`src/rtl/connect_four_pkg.sv`:
```
// Shared constants and types for the Connect Four pushbutton front end.
package connect_four_pkg;

    localparam int unsigned BTN_DROP  = 0;
    localparam int unsigned BTN_RIGHT = 1;
    localparam int unsigned BTN_LEFT  = 2;

    // Default timing at 25 MHz
    localparam int unsigned DEF_DEBOUNCE_CYCLES = 250000;
    localparam int unsigned DEF_REPEAT_DELAY    = 12500000;
    localparam int unsigned DEF_REPEAT_RATE     = 5000000;

    typedef enum logic [1:0] {
        StIdle,
        StDelay,
        StRepeat
    } rpt_state_e;

endpackage

```
`src/rtl/btn_debounce.sv`:
```
// One pushbutton: 2-flop synchroniser, stability filter and registered press-edge strobe.
module btn_debounce #(
    parameter int unsigned DEBOUNCE_CYCLES = 4
) (
    input  logic clk_25MHz,
    input  logic rst_n,
    input  logic btn,
    output logic level,
    output logic press
);

    localparam int unsigned CW = $clog2(DEBOUNCE_CYCLES);

    logic          s1_q, s2_q;
    logic          stable_q, stable_d;
    logic          stable_dly_q;
    logic          press_q;
    logic [CW-1:0] cnt_q, cnt_d;

    // Any sample matching the stable level restarts the count
    always_comb begin
        cnt_d    = cnt_q;
        stable_d = stable_q;
        if (s2_q == stable_q) begin
            cnt_d = '0;
        end else if (cnt_q == CW'(DEBOUNCE_CYCLES - 1)) begin
            stable_d = s2_q;
            cnt_d    = '0;
        end else begin
            cnt_d = cnt_q + CW'(1);
        end
    end

    always_ff @(posedge clk_25MHz or negedge rst_n) begin
        if (!rst_n) begin
            s1_q         <= 1'b0;
            s2_q         <= 1'b0;
            stable_q     <= 1'b0;
            stable_dly_q <= 1'b0;
            press_q      <= 1'b0;
            cnt_q        <= '0;
        end else begin
            s1_q         <= btn;
            s2_q         <= s1_q;
            stable_q     <= stable_d;
            stable_dly_q <= stable_q;
            press_q      <= stable_q & ~stable_dly_q;
            cnt_q        <= cnt_d;
        end
    end

    assign level = stable_q;
    assign press = press_q;

endmodule

```
`src/rtl/connect_four_input_ctrl.sv`:
```
// Player button conditioning: debounced press strobes, left/right auto-repeat and conflict lockout.
module connect_four_input_ctrl
    import connect_four_pkg::*;
#(
    parameter int unsigned DEBOUNCE_CYCLES = DEF_DEBOUNCE_CYCLES,
    parameter int unsigned REPEAT_DELAY    = DEF_REPEAT_DELAY,
    parameter int unsigned REPEAT_RATE     = DEF_REPEAT_RATE
) (
    input  logic       clk_25MHz,
    input  logic       rst_n,
    input  logic       btn_drop,
    input  logic       btn_right,
    input  logic       btn_left,
    output logic       drop_piece,
    output logic       move_right,
    output logic       move_left,
    output logic [2:0] btn_level
);

    localparam int unsigned RMAX = (REPEAT_DELAY > REPEAT_RATE) ? REPEAT_DELAY : REPEAT_RATE;
    localparam int unsigned RW   = $clog2(RMAX);

    logic [2:0] raw;
    logic [2:0] level;
    logic [2:0] press;
    logic       conflict;
    logic       conflict_q;
    logic [1:0] dir_level;
    logic [1:0] dir_press;
    logic [1:0] dir_move;

    assign raw[BTN_DROP]  = btn_drop;
    assign raw[BTN_RIGHT] = btn_right;
    assign raw[BTN_LEFT]  = btn_left;

    for (genvar b = 0; b < 3; b++) begin : g_btn
        btn_debounce #(
            .DEBOUNCE_CYCLES(DEBOUNCE_CYCLES)
        ) u_btn (
            .clk_25MHz(clk_25MHz),
            .rst_n    (rst_n),
            .btn      (raw[b]),
            .level    (level[b]),
            .press    (press[b])
        );
    end

    assign conflict  = level[BTN_LEFT] & level[BTN_RIGHT];
    assign dir_level = {level[BTN_LEFT], level[BTN_RIGHT]};
    assign dir_press = {press[BTN_LEFT], press[BTN_RIGHT]};

    always_ff @(posedge clk_25MHz or negedge rst_n) begin
        if (!rst_n) begin
            conflict_q <= 1'b0;
        end else begin
            conflict_q <= conflict;
        end
    end

    // Index 0 = right, 1 = left
    for (genvar d = 0; d < 2; d++) begin : g_rpt
        rpt_state_e    state_q, state_d;
        logic [RW-1:0] rcnt_q, rcnt_d;
        logic          rpt_strobe;

        always_comb begin
            state_d    = state_q;
            rcnt_d     = rcnt_q;
            rpt_strobe = 1'b0;
            if (!dir_level[d] || conflict) begin
                state_d = StIdle;
                rcnt_d  = '0;
            end else begin
                unique case (state_q)
                    StIdle: begin
                        // conflict_q here means the opposite button was just released
                        if (dir_press[d] || conflict_q) begin
                            state_d = StDelay;
                            rcnt_d  = '0;
                        end
                    end
                    StDelay: begin
                        if (rcnt_q == RW'(REPEAT_DELAY - 1)) begin
                            rpt_strobe = 1'b1;
                            state_d    = StRepeat;
                            rcnt_d     = '0;
                        end else begin
                            rcnt_d = rcnt_q + RW'(1);
                        end
                    end
                    StRepeat: begin
                        if (rcnt_q == RW'(REPEAT_RATE - 1)) begin
                            rpt_strobe = 1'b1;
                            rcnt_d     = '0;
                        end else begin
                            rcnt_d = rcnt_q + RW'(1);
                        end
                    end
                    default: begin
                        state_d = StIdle;
                        rcnt_d  = '0;
                    end
                endcase
            end
        end

        always_ff @(posedge clk_25MHz or negedge rst_n) begin
            if (!rst_n) begin
                state_q <= StIdle;
                rcnt_q  <= '0;
            end else begin
                state_q <= state_d;
                rcnt_q  <= rcnt_d;
            end
        end

        assign dir_move[d] = ~conflict & (dir_press[d] | rpt_strobe);
    end

    assign drop_piece = press[BTN_DROP];
    assign move_right = dir_move[0];
    assign move_left  = dir_move[1];
    assign btn_level  = level;

endmodule

```
`config.mk`:
```
export PLATFORM = sky130hd
export DESIGN_NAME = connect_four_input_ctrl
export DESIGN_NICKNAME = d
export VERILOG_FILES = /design/src/rtl/connect_four_pkg.sv /design/src/rtl/btn_debounce.sv /design/src/rtl/connect_four_input_ctrl.sv
export SDC_FILE = /design/constraint.sdc
export NUM_CORES = 1
export LEC_CHECK = 0
export CAP_MARGIN = 0
export CORE_ASPECT_RATIO = 0.6
export CORE_MARGIN = 2
export CORE_UTILIZATION = 53
export CTS_CLUSTER_SIZE = 8
export DETAILED_ROUTE_END_ITERATION = 8
export HOLD_SLACK_MARGIN = 0.15
export PLACE_DENSITY = 0.72
export SYNTH_ARGS = -nofsm -noshare
export SYNTH_HDL_FRONTEND = slang
export SYNTH_HIERARCHICAL = 1
export SYNTH_SLANG_ARGS = --single-unit
export TNS_END_PERCENT = 30
```
`constraint.sdc`:
```
create_clock -name clk_25MHz -period 2.5 [get_ports clk_25MHz]
set_clock_uncertainty 0.2 [all_clocks]
set_input_delay 0.75 -clock clk_25MHz [delete_from_list [all_inputs] [get_ports clk_25MHz]]
set_output_delay 0.75 -clock clk_25MHz [all_outputs]
set_load 0.01 [all_outputs]
```
* Yosys cells after proc, flatten, opt, wreduce, memory -nomap -nowiden
Index checks and enable logic that the tools add are counted.
** Storage, ports and cells
- Flip-flop bits (word level) :: 122
- Output and inout bits :: 6
- Word-level logic and storage cells :: 108
** Operators by class
- Add/sub/neg operators :: 5
- Equal/unequal tests :: 20
- Multiplexer cells :: 32
- Bitwise logic cells :: 15
- Reductions and logical operators :: 13
** Operators by type and width (number)
- $mux W24 :: 8
- $pmux W24 S3 :: 2
- $mux W18 :: 6
- $add A18 B1 Y18 const B :: 3
- $eq A18 B18 Y1 const B :: 3
- $add A24 B1 Y24 const B :: 2
- $eq A24 B23 Y1 const B :: 2
- $eq A24 B24 Y1 const B :: 2
- $mux W2 :: 6
- $ne A3 B3 Y1 const B :: 4
- $pmux W2 S3 :: 2
- $not A1 Y1 :: 7
- $and A1 B1 Y1 :: 6
- $mux W1 :: 6
- $reduce_and A2 Y1 :: 3
- $reduce_and A3 Y1 :: 2
- $eq A2 B1 Y1 const B :: 2
- $eq A2 B2 Y1 const B :: 2
- $logic_not A2 Y1 :: 2
- $logic_or A1 B1 Y1 :: 4
- $ne A2 B2 Y1 const B :: 2
- $pmux W1 S2 :: 2
- $eq A1 B1 Y1 :: 3
- $logic_not A1 Y1 :: 2
- $or A1 B1 Y1 :: 2

* Logic depth before layout (Yosys ltp)
- Word-level depth :: 6
- Gate-level depth with buffers :: 10

* Modules after synthesis
The synthesis kept the hierarchy.
** By module, submodules not included
- btn_debounce :: instances 3, cells each 101, area an instance 1086.0 µm², seq. area each 575.6 µm²
- connect_four_input_ctrl :: instances 1, cells each 353, area an instance 3236.9 µm², seq. area each 1326.3 µm²

* Worst setup path before layout
OpenSTA, ideal clock, no wires.
- Kind :: reg2out
- Start :: register g_rpt[1].rcnt_q[0]
- End :: output port move_left
- Arrival :: 1677 ps
- Required time :: 1550 ps
- Slack :: -127 ps
- Stages on the path, launching flop included :: 9
- Path buffers :: 1
- Cell sequence :: dfrtp_1 -> ha_1 -> and4_1 -> clkbuf_1 -> nand2_1 -> nor4_4 -> a22o_1 -> a31oi_1 -> nor2_1
** Between the ends
- Word-level cells in the longest chain between the ends :: 6
- Elaborated cells between the ends (all ways) :: 8
- Classes of those cells :: 2 x eq/ne; 4 x mux; 2 x bitwise
** RTL lines
- from (decl) :: RTL line connect_four_input_ctrl.sv:63 : logic [RW-1:0] rcnt_q, rcnt_d;
- from (signal assigned) :: RTL line connect_four_input_ctrl.sv:113 : rcnt_q <= rcnt_d;
- $eq A24 B23 Y1 or $eq A24 B24 Y1 (tied branches) :: RTL line connect_four_input_ctrl.sv:92, connect_four_input_ctrl.sv:83
- $mux W1, on equally long branches :: RTL line connect_four_input_ctrl.sv:92, connect_four_input_ctrl.sv:83
- $pmux W1 S2 (*) :: RTL line connect_four_input_ctrl.sv:74 : unique case (state_q)
- $mux W1 (*) :: RTL line connect_four_input_ctrl.sv:70 : if (!dir_level[d] || conflict) begin
- $or A1 B1 Y1 (*) :: RTL line connect_four_input_ctrl.sv:117 : assign dir_move[d] = ~conflict & (dir_press[d] | rpt_strobe);
- $and A1 B1 Y1 (*) :: RTL line connect_four_input_ctrl.sv:117
- to (decl) :: RTL line connect_four_input_ctrl.sv:16 : output logic move_left,
Every way passes the cells marked *; elsewhere a longest branch is shown, timed or not.

* Final worst setup path
- Start :: register g_rpt[1].rcnt_q[16]
- End :: output port move_left
The elaborated chain is that of the path after synthesis.

==> impl_summary.log <==
[metrics] Rows: 31
[metrics] number of CTS-inserted buffers: 17
[metrics] drc violations: 0
[metrics] initial core utilization: a little over half
[metrics] setup-violating endpoint count in the final report: 2
[metrics] half-perimeter wire length after placement: roughly 10 mm
[metrics] outcome: finished with violations
[metrics] final layout net count: around 770
[metrics] count of unique library cells instantiated by Yosys: between 50 and 60
[metrics] average wire per standard cell: 16.5 µm
[metrics] Max Root-Sink Buffers: 2
[metrics] layout overhead on the synthesized area: 24.0%
[metrics] number of search-and-repair iterations in the first detailed-routing pass: 5
[metrics] required time of the worst setup path: 1550 ps
[metrics] total negative slack for setup checks: -1110 ps
[metrics] die outline height: between 80 and 90 µm
[metrics] final core utilization: about two thirds
[metrics] Sequential Area: 3050 µm²
[metrics] Std-Cell Core Area: ~12000 µm²
[metrics] remaining global-route overflow: 0
[metrics] source of the worst register-to-register timing path: g_rpt[1].rcnt_q[16]$_DFFE_PN0P_
[metrics] antenna-violating nets left: 0
[metrics] WHS Endpoint: g_btn[1].u_btn/s2_q$_DFF_PN0_
[metrics] hold wc startpoint: g_btn[1].u_btn/s1_q$_DFF_PN0_
[metrics] global placement routability congestion: 0.906
[metrics] placed standard-cell area: 7350 µm²
[metrics] critical path launch point type: flip-flop
[metrics] maximum level of the CTS H-tree: 4
[metrics] number of global-route vias before repair: 5357
[metrics] Worst-Margin Slew: around 560 ps
[metrics] RR Endpoint: g_rpt[1].state_q[0]$_DFFE_PN0P_
[metrics] global-route met3 utilization: under 10%
[metrics] Highest Clock Rate: approximately 320 MHz
[metrics] RSZ-0062 raised after global routing: yes
[metrics] area occupied by multi-input gates: between 3000 and 4000 µm²
[metrics] first-pass GRT wire length: 26.1 mm
[metrics] Max rail drop VDD: 420 µV
[metrics] number of endpoints with negative hold slack in the final report: 0
[metrics] number of antenna cells inserted: 0
[metrics] leading register cell type out of synthesis: sky130_fd_sc_hd__dfrtp_1
[metrics] Yosys reg bits: between 100 and 150
[metrics] drt first-iter violations: between 400 and 500
[metrics] Worst slew margin: a little over three fifths
[metrics] leakage power: between 0.003 and 0.004 µW
[metrics] total design power: 4520 µW
[metrics] Post-Route WL: between 15 and 20 mm
[metrics] clock insertion delay at the later pin of the skew report: between 400 and 500 ps
[metrics] slack of the worst reg-to-reg path: 110 ps
[metrics] highest net fanout along the worst path: 2
[metrics] number of enable-type register cells in the synthesized netlist: 0
[metrics] leading post-synthesis cells by cell area: sky130_fd_sc_hd__dfrtp_1 (47%), sky130_fd_sc_hd__xor2_1 (5.1%), sky130_fd_sc_hd__nand3_1 (4.4%)
[metrics] Root Buffer Master: sky130_fd_sc_hd__clkbuf_16
[metrics] Max Transition Viols Final: 0
[metrics] clock transition at the register clock pins on the worst setup and hold paths after CTS: 50 ps
[metrics] proportion of netlist area held by the largest area contributor: between 40% and 50%
[metrics] register area share after synthesis: between 40% and 50%
[metrics] most frequent standard cell in the layout excluding fill and tap cells: sky130_fd_sc_hd__dfrtp_1
[metrics] Syn Std Cell Area: ~6500 µm²
[metrics] path class of the lowest-slack min-delay path: flip-flop to flip-flop
[metrics] failing checks: setup timing
[metrics] fraction of layout cells with a size suffix above 1: 21.2%
[metrics] number of placed I/O pins: 11
[metrics] TritonCTS clock tree: built
[metrics] arrival time at the worst endpoint: around 2200 ps
[metrics] most heavily used metal layer in global routing: met2
[metrics] warning count from the yosys run: 6
[metrics] share of flip-flops with an asynchronous set or reset: 100%
[metrics] TritonCTS sink count: about 120
[metrics] most frequent cells in the layout: sky130_fd_sc_hd__dfrtp_1 (122), sky130_fd_sc_hd__buf_4 (88), sky130_fd_sc_hd__nor2_1 (67)
[metrics] type of the worst setup path: flip-flop to output port
[metrics] met2 capacity usage during global routing: ~38%
[metrics] min cycle time layout: between 3000 and 4000 ps
[metrics] pin count of the biggest net entering global routing: between 40 and 50
[metrics] final clock period utilization by the worst path: 125%
[metrics] dominant cell type by area after synthesis: sky130_fd_sc_hd__dfrtp_1
[metrics] port buffer count: 10
[metrics] hold depth: 0
[metrics] net count of the mapped netlist: between 600 and 700
[metrics] number of instances in the synthesized netlist: ~660
[metrics] vias after detailed routing: roughly 5.4k
[metrics] floorplan die width: ~150 µm
[metrics] initial antenna violation count: 0
[metrics] Die Footprint: approximately 13000 µm²
[metrics] final critical-path setup slack: -620 ps
[metrics] finished layout cell area: 8060 µm²
[metrics] met1 track demand over resource: approximately 34%
[metrics] post-synthesis average cell area: 9.90 µm²
[metrics] worst hold slack after final layout: approximately 150 ps
[metrics] Pwr Density: 561 nW/µm²
[metrics] length in cells of the worst reg-to-reg path: 6
[metrics] type of element capturing the critical path: output port
[metrics] detailed-route vias per instance: roughly 5.8
[metrics] max_cap viols: 0
[metrics] fillers: a little over 900
[metrics] total track usage: about a quarter
## cell families after synthesis
logic type	count (synthesis)	synth area share, %
AO/OA/AOI/OAI	102	11.9
AND/OR/NAND/NOR	330	28.1
flip-flops	122	47.0
buffers and inverters	34	2.89
multiplexers	5	0.828
XOR/XNOR	50	6.74
adder cells (fa/ha/maj)	13	2.50
## critical path, cell delays in order, from the launching register on
cell and delay (ps):
sky130_fd_sc_hd__dfrtp_1 370, sky130_fd_sc_hd__or4_4 590, sky130_fd_sc_hd__nor4_4 310, sky130_fd_sc_hd__a22o_1 190, sky130_fd_sc_hd__a31oi_1 80, sky130_fd_sc_hd__nor2_1 90
sky130_fd_sc_hd__buf_2 130
## power breakdown
part,leakage [µW],switching (µW),internal (µW),total (µW)
clock network,0.000284,872,1540,2410
logic,0.00156,66.5,33.4,100
registers,0.00168,14.2,1990,2010
total,0.00353,953,3560,4520
## routing by layer
metal  vias up  wire [µm]
li1       2599          -
met1      2661       7180
met2       147       7110
met3        19        862
met4         0        244
met5         -          0
## final cells by class
type	count	share of cell area, %
Multi-Input combinational cell	500	41.6
Sequential cell	122	37.9
Timing Repair Buffer	102	10.2
Clock buffer	24	5.98
Tap cell	165	2.56
Clock inverter	8	1.15
Inverter	12	0.559
## per-stage QoR
stage                     std cells  worst slack (ps)
after floorplan                 656             -82.6
after global placement          895              -516
after detailed placement        895              -571
after CTS                       932              -639
after global routing            933              -700
final                           933              -620
## worst max path at each step
stage,start,endpoint,slack (ps),cells after the start
after floorplan,g_rpt[1].rcnt_q[19]$_DFFE_PN0P_,move_left,-80,6
after global placement,g_rpt[1].rcnt_q[19]$_DFFE_PN0P_,move_left,-520,7
after detailed placement,g_rpt[1].rcnt_q[15]$_DFFE_PN0P_,move_left,-570,7
after CTS,g_rpt[1].rcnt_q[16]$_DFFE_PN0P_,move_left,-640,6
after global routing,g_rpt[1].rcnt_q[16]$_DFFE_PN0P_,move_left,-700,7
final,g_rpt[1].rcnt_q[16]$_DFFE_PN0P_,move_left,-620,6
## repair_timing
| action | 4_1_cts | 5_1_grt |
|---|---|---|
| gates resized for setup | 18 | 7 |
| endpoints found under the hold margin | 27 | 0 |
| endpoints found under the setup margin | 20 | 27 |
| buffers inserted | 4 | 1 |
| hold buffers | 1 | 0 |
| pin swaps | 9 | 4 |
## cells in the mapped netlist (2+ instances only)
master,count
sky130_fd_sc_hd__nor3_1,6
sky130_fd_sc_hd__nor4b_1,4
sky130_fd_sc_hd__mux2_2,3
sky130_fd_sc_hd__xnor2_1,12
sky130_fd_sc_hd__xor2_1,38
sky130_fd_sc_hd__and3_1,21
sky130_fd_sc_hd__nor2_1,67
sky130_fd_sc_hd__clkbuf_1,10
sky130_fd_sc_hd__nor4b_2,3
sky130_fd_sc_hd__a21o_1,2
sky130_fd_sc_hd__and4_1,16
sky130_fd_sc_hd__o311ai_0,2
sky130_fd_sc_hd__buf_6,6
sky130_fd_sc_hd__or4_4,2
sky130_fd_sc_hd__nand3_1,57
sky130_fd_sc_hd__clkbuf_4,3
sky130_fd_sc_hd__buf_2,2
sky130_fd_sc_hd__nand2b_1,2
sky130_fd_sc_hd__a21oi_1,25
sky130_fd_sc_hd__o41ai_4,3
sky130_fd_sc_hd__and2_0,2
sky130_fd_sc_hd__o21ai_0,15
sky130_fd_sc_hd__and2_1,8
sky130_fd_sc_hd__and4_2,3
sky130_fd_sc_hd__mux2i_1,2
sky130_fd_sc_hd__a22o_1,8
sky130_fd_sc_hd__a31oi_1,14
sky130_fd_sc_hd__nor3b_1,3
sky130_fd_sc_hd__nor4_1,8
sky130_fd_sc_hd__nor2b_1,10
sky130_fd_sc_hd__o311ai_1,7
sky130_fd_sc_hd__a31oi_4,2
sky130_fd_sc_hd__or2b_1,3
sky130_fd_sc_hd__o31ai_1,15
sky130_fd_sc_hd__inv_1,12
sky130_fd_sc_hd__nand2_1,65
sky130_fd_sc_hd__nand4_1,18
sky130_fd_sc_hd__ha_1,13
sky130_fd_sc_hd__or2_2,3
sky130_fd_sc_hd__dfrtp_1,122
sky130_fd_sc_hd__o22ai_1,2
sky130_fd_sc_hd__nand3b_1,4
sky130_fd_sc_hd__or3_1,6
sky130_fd_sc_hd__or4_1,13
## registers in the layout, summed over array words and instances (netlist names)
| name | flops |
|---|---|
| g_btn.u_btn/cnt_q | 54 |
| g_rpt.rcnt_q | 48 |
| g_rpt.state_q | 4 |
| g_btn.u_btn/level | 3 |
| g_btn.u_btn/press | 3 |
| g_btn.u_btn/s1_q | 3 |
| g_btn.u_btn/s2_q | 3 |
| g_btn.u_btn/stable_dly_q | 3 |
| conflict_q | 1 |
(Power assumes the default switching activity.)
